===== src/rtl/led_pkg.sv =====
// Shared constants and types for the LED rate scheduler.
// Optional requester-0 preemption is enabled in led_rate_scheduler by LED_SCHED_PREEMPT_EN.
package led_pkg;

    localparam int unsigned N_REQ = 4;
    localparam int unsigned IDX_W = 2;
    localparam int unsigned CNT_W = 32;

    // Blinker rate codes as seen on o_select1/o_select0
    localparam logic [1:0] RATE_1HZ  = 2'b00;
    localparam logic [1:0] RATE_5HZ  = 2'b01;
    localparam logic [1:0] RATE_10HZ = 2'b10;
    localparam logic [1:0] RATE_20HZ = 2'b11;

    typedef enum logic [1:0] {
        ST_IDLE = 2'd0,
        ST_SHOW = 2'd1,
        ST_GAP  = 2'd2
    } state_t;

    function automatic logic [IDX_W-1:0] onehot_to_idx(input logic [N_REQ-1:0] oh);
        logic [IDX_W-1:0] idx;
        idx = '0;
        for (int i = 0; i < N_REQ; i++) begin
            if (oh[i]) idx = IDX_W'(i);
        end
        return idx;
    endfunction

endpackage


===== src/rtl/rr_arbiter4.sv =====
// Combinational 4-way round-robin pick: first requester at or above pointer, wrapping.
module rr_arbiter4
    import led_pkg::*;
(
    input  logic [N_REQ-1:0] req,
    input  logic [IDX_W-1:0] pointer,
    output logic [N_REQ-1:0] grant,
    output logic             valid
);

    logic [IDX_W-1:0] idx;

    always_comb begin
        grant = '0;
        valid = 1'b0;
        idx   = '0;
        for (int i = 0; i < N_REQ; i++) begin
            idx = pointer + IDX_W'(i);
            if (!valid && req[idx]) begin
                grant[idx] = 1'b1;
                valid      = 1'b1;
            end
        end
    end

endmodule


===== src/rtl/led_rate_scheduler.sv =====
// Time-slices one status LED between four requesters with SHOW/GAP dwell timing.
// Define LED_SCHED_PREEMPT_EN to let requester 0 cut short another owner's SHOW.
module led_rate_scheduler
    import led_pkg::*;
#(
    parameter int unsigned c_slot_count = 50_000_000,
    parameter int unsigned c_gap_count  = 5_000_000
) (
    input  logic       i_clk,
    input  logic       i_rst,
    input  logic [3:0] i_req,
    input  logic [7:0] i_rate,
    output logic [3:0] o_grant,
    output logic       o_enable,
    output logic       o_select0,
    output logic       o_select1,
    output logic       o_busy
);

    state_t           state_q;
    logic [CNT_W-1:0] cnt_q;
    logic [IDX_W-1:0] ptr_q;
    logic [IDX_W-1:0] owner_q;
    logic [1:0]       rate_q;
    logic [N_REQ-1:0] grant_q;
    logic             enable_q;
    logic             busy_q;

    logic [N_REQ-1:0] arb_grant;
    logic             arb_valid;
    logic [IDX_W-1:0] arb_idx;
    logic [1:0]       win_rate;
    logic             slot_end;
    logic             gap_end;
    logic             owner_held;
    logic             preempt;

    rr_arbiter4 u_arb (
        .req     (i_req),
        .pointer (ptr_q),
        .grant   (arb_grant),
        .valid   (arb_valid)
    );

    assign arb_idx    = onehot_to_idx(arb_grant);
    assign win_rate   = i_rate[{arb_idx, 1'b0} +: 2];
    assign slot_end   = (cnt_q == CNT_W'(c_slot_count - 1));
    assign gap_end    = (cnt_q == CNT_W'(c_gap_count - 1));
    assign owner_held = |(i_req & grant_q);

`ifdef LED_SCHED_PREEMPT_EN
    assign preempt = i_req[0] && (owner_q != '0);
`else
    assign preempt = 1'b0;
`endif

    always_ff @(posedge i_clk) begin
        if (i_rst) begin
            state_q  <= ST_IDLE;
            cnt_q    <= '0;
            ptr_q    <= '0;
            owner_q  <= '0;
            rate_q   <= RATE_1HZ;
            grant_q  <= '0;
            enable_q <= 1'b0;
            busy_q   <= 1'b0;
        end else begin
            unique case (state_q)
                ST_IDLE, ST_GAP: begin
                    if (state_q == ST_IDLE || gap_end) begin
                        cnt_q <= '0;
                        if (arb_valid) begin
                            state_q  <= ST_SHOW;
                            owner_q  <= arb_idx;
                            rate_q   <= win_rate;
                            grant_q  <= arb_grant;
                            enable_q <= 1'b1;
                            busy_q   <= 1'b1;
                        end else begin
                            state_q <= ST_IDLE;
                            busy_q  <= 1'b0;
                        end
                    end else begin
                        cnt_q <= cnt_q + CNT_W'(1);
                    end
                end
                ST_SHOW: begin
                    // Timeout, early release and preemption all leave via GAP
                    if (slot_end || !owner_held || preempt) begin
                        state_q  <= ST_GAP;
                        cnt_q    <= '0;
                        grant_q  <= '0;
                        enable_q <= 1'b0;
                        ptr_q    <= preempt ? '0 : owner_q + IDX_W'(1);
                    end else begin
                        cnt_q <= cnt_q + CNT_W'(1);
                    end
                end
                default: begin
                    state_q  <= ST_IDLE;
                    cnt_q    <= '0;
                    grant_q  <= '0;
                    enable_q <= 1'b0;
                    busy_q   <= 1'b0;
                end
            endcase
        end
    end

    assign o_grant   = grant_q;
    assign o_enable  = enable_q;
    assign o_select0 = rate_q[0];
    assign o_select1 = rate_q[1];
    assign o_busy    = busy_q;

endmodule


===== config.mk =====
export PLATFORM = sky130hd
export DESIGN_NAME = led_rate_scheduler
export DESIGN_NICKNAME = d
export VERILOG_FILES = /design/src/rtl/led_pkg.sv /design/src/rtl/rr_arbiter4.sv /design/src/rtl/led_rate_scheduler.sv
export SDC_FILE = /design/constraint.sdc
export NUM_CORES = 1
export LEC_CHECK = 0
export ABC_AREA = 0
export CAP_MARGIN = 20
export CORE_MARGIN = 5
export CORE_UTILIZATION = 55
export CTS_CLUSTER_DIAMETER = 50
export DETAILED_ROUTE_END_ITERATION = 10
export PLACE_DENSITY = 0.77
export REMOVE_ABC_BUFFERS = 1
export SKIP_CTS_REPAIR_TIMING = 1
export SYNTH_ARGS = -nofsm -noshare
export SYNTH_HDL_FRONTEND = slang
export SYNTH_SLANG_ARGS = --single-unit
export TNS_END_PERCENT = 20

===== constraint.sdc =====
create_clock -name i_clk -period 5.55 [get_ports i_clk]
set_input_delay 1.11 -clock i_clk [delete_from_list [all_inputs] [get_ports i_clk]]
set_output_delay 1.11 -clock i_clk [all_outputs]
set_load 0.03 [all_outputs]

==> flow_metrics.py <==
metrics = {
    "timing": {
        "drv_slew": 0,
        "hold_ws_ps": 469,
        "timing.final.hold_violations": 0,
        "rsz0062_at_grt": "false",
        "max_slew_margin": 0.334,
        "finalCritPeriodShare": 0.560,
        "setup_violations": 0,
        "worst_pin_slew_ps": 999,
        "fin_skew_ps": 4.75,
        "finalWorstSetupSlack_ps": 2440,
        "min_period_ps": 3110,
        "max_freq_mhz": 322,
        "fin_setup_tns_ps": 0,
    },
    "synthesis": {
        "synth-xor-area-share": 0.111,
        "yosys.area_share.adder": 0.0358,
        "yosys_warnings": 0,
        "yosys.area_share.simple": 0.271,
        "synth_mux_area_frac": 0.0276,
        "synth_seq_area_share": 0.376,
        "synth_edf_count": 0,
        "synth.largest_area_cell": "dfxtp_1",
        "synth_cell_types": 51,
        "synth_cells": 276,
        "syn_avg_cell_area_um2": 8.88,
        "netlist.area_leader.share": 0.376,
        "synth_compound_area_frac": 0.137,
        "synth_ff_type": "dfxtp_1",
        "syn_area_um2": 2450,
        "synth-seq-cells": 46,
        "ys_top_cells_by_area": "dfxtp_1 (38%), nor2_1 (7.4%), xnor2_1 (7.2%)",
        "async_reset_ff_frac": 0,
        "synth_top_family_by_area": "simple AND/OR/NAND/NOR gates",
    },
    "cells_and_area": {
        "fin_util": 0.644,
        "fillCellCount": 381,
        "area_growth_pct": 13.7,
        "fin_nets": 319,
        "antennaDiodeCount": 0,
        "drive_above_1_share": 0.0569,
    },
    "clock_network": {
        "cts-buffers-inserted": 5,
        "cts_root_buf": "clkbuf_8",
        "cts_tree": "done",
        "cts_sinks": 46,
        "insertion_delay_ps": 300,
        "clkTransAtPathRegs_ps": 90,
        "cts_buffer_depth": 2,
        "htreeDepth": 2,
    },
    "worst_hold_path": {
        "hp-class": "flop to flop",
    },
    "global_routing": {
        "first_global_vias": 1912,
        "grtUsageTotal": 0.177,
        "grt_antenna_before_repair": 0,
        "grt_pass1_wl_um": 8710,
        "gr-total-overflow": 0,
        "grt_max_degree": 33,
    },
    "route": {
        "drc": 0,
        "dr.pass1.iters": 4,
        "wl_per_cell_um": 14.1,
        "viasPerCell": 5.68,
        "antenna_left": 0,
        "num_vias": 1994,
        "initialDrtViolationCount": 58,
        "routed_wl_um": 4950,
    },
    "worst_setup_path": {
        "reg2reg_slack_ps": 2650,
        "slowest_delay_ps": 610,
        "path_buf_inv": 1,
        "path_cells": "clkdlybuf4s50_1 > mux4_2 > a221o_1 > a22oi_4 > a2bb2oi_1 > o22ai_1",
        "worstPathRequired_ps": 5710,
        "worst-setup-path-type": "input pin to flop",
        "start_kind": "input pin",
        "arrival_ps": 3270,
        "path_max_fanout": 8,
        "critical_path.top_delay_family": "compound AO/OA/AOI/OAI gates",
        "worst_setup_path_end_kind": "flop",
        "cp_slowest_cell": "mux4_2",
    },
    "die": {
        "start_util": 0.567,
        "dieArea_um2": 5890,
        "ioPinCount": 22,
        "die_h_um": 76.7,
        "num_rows": 24,
        "core_area_um2": 4320,
        "fp.dieW_um": 76.7,
    },
    "pwr": {
        "p_per_area_nw_per_um2": 376,
        "irDropWorstVdd_mv": 0.201,
        "finalPower_mw": 1.05,
        "p_leak_nw": 0.931,
    },
    "run": {
        "drv_cap": 0,
    },
    "placement": {
        "io_buffers": 21,
        "dp_hpwl_um": 3710,
        "place_congestion": 0.855,
        "pre_cts_slack_ps": 2160,
    },
    "outcome": {
        "outcome": "complete, no violations",
    },
}
path summary, 6_finish.rpt:
kind         startpoint   endpoint  cells past startpoint
max            i_req[1]  rate_q[1]                      6
min            cnt_q[0]   cnt_q[0]                      1
max reg2reg    ptr_q[0]  rate_q[1]                      7
min reg2reg    cnt_q[0]   cnt_q[0]                      1
worst register-to-register path, stage by stage, from the launching register on:
cell and delay (ps):
dfxtp_1 560, inv_1 180, ha_1 420, mux4_2 620, a221o_1 420, a22oi_4 220, a2bb2oi_1 230, o22ai_1 120
registers in the layout, indices dropped and copies added, names as in the netlist:
name,count
cnt_q,32
o_busy,1
ptr_q,2
state_q,2
o_enable,1
owner_q,2
o_grant,4
rate_q,2
synthesized netlist by cell type, types with 3 or more instances:
cell	instances
and2_1	3
xor2_1	11
nor3_1	6
ha_1	7
nand3_1	13
mux4_2	3
nand4_1	8
a22oi_1	3
and4_1	4
nor2_1	48
nor4_1	5
o22ai_1	3
inv_1	14
buf_2	3
a21oi_1	5
dfxtp_1	46
nand2_1	18
o2bb2ai_1	4
a2bb2oi_1	3
nand2b_1	3
and3_1	4
nor3b_1	3
xnor2_1	20
through the flow:
step           instances  cell area, um^2
2_1_floorplan        270             2400
3_3_place_gp         343             2670
3_5_place_dp         343             2670
4_1_cts              351             2790
5_1_grt              351             2790
6_report             351             2790
cell families (layout without fill, tap and decap cells):
kind of cell | count (synthesis) | after routing
muxes | 3 | 3
DFF | 46 | 46
and+or+nand+nor | 129 | 129
xor gates and xnor gates | 31 | 31
AOI/OAI and AO/OA | 40 | 40
adders and majority gates | 7 | 7
buffers and inverters | 20 | 43
metal layers:
layer / wire length [um] / global-route usage / up-vias
met5: 0 / 0 / -
li1: - / - / 1021
met3: 154 / 0.0304 / 9
met2: 2500 / 0.289 / 25
met1: 2200 / 0.225 / 939
met4: 95 / 0.0822 / 0
layout by cell type, fill, tap and decap left out, drive strengths merged, types with 2 or more instances in the layout:
cell	count
dfxtp	46
nor2b	2
inv	15
a221o	2
xor2	11
o21ai	4
nand3b	2
clkbuf	5
o22ai	3
and2	4
nand2b	3
a2bb2oi	3
nand3	13
nor3	6
nor4	5
o2bb2ai	4
o2111ai	2
xnor2	20
mux4	3
a22oi	5
nand4	8
nor4bb	2
ha	7
a21oi	5
or3b	2
nor2	48
o211a	2
and3	4
nor3b	3
a211oi	2
nand2	18
clkdlybuf4s50	21
or2	3
and4	4
power breakdown:
part           switching (mW)  total [mW]  internal, mW
sequential             0.0382       0.407         0.368
clock                   0.115       0.250         0.135
combinational           0.219       0.390         0.171
total                   0.372        1.05         0.675
area by class of cell:
class / instances / area [um^2] / area share
multi-input cells: 210 / 1430 / 0.511
repair buffers: 21 / 210 / 0.0754
clock buffers: 5 / 68.8 / 0.0247
clock inverters: 3 / 43.8 / 0.0157
flip-flops and latches: 46 / 921 / 0.330
well taps: 52 / 65.1 / 0.0233
inverters: 14 / 52.6 / 0.0189
No activity file was read; power rests on OpenSTA's default activity.
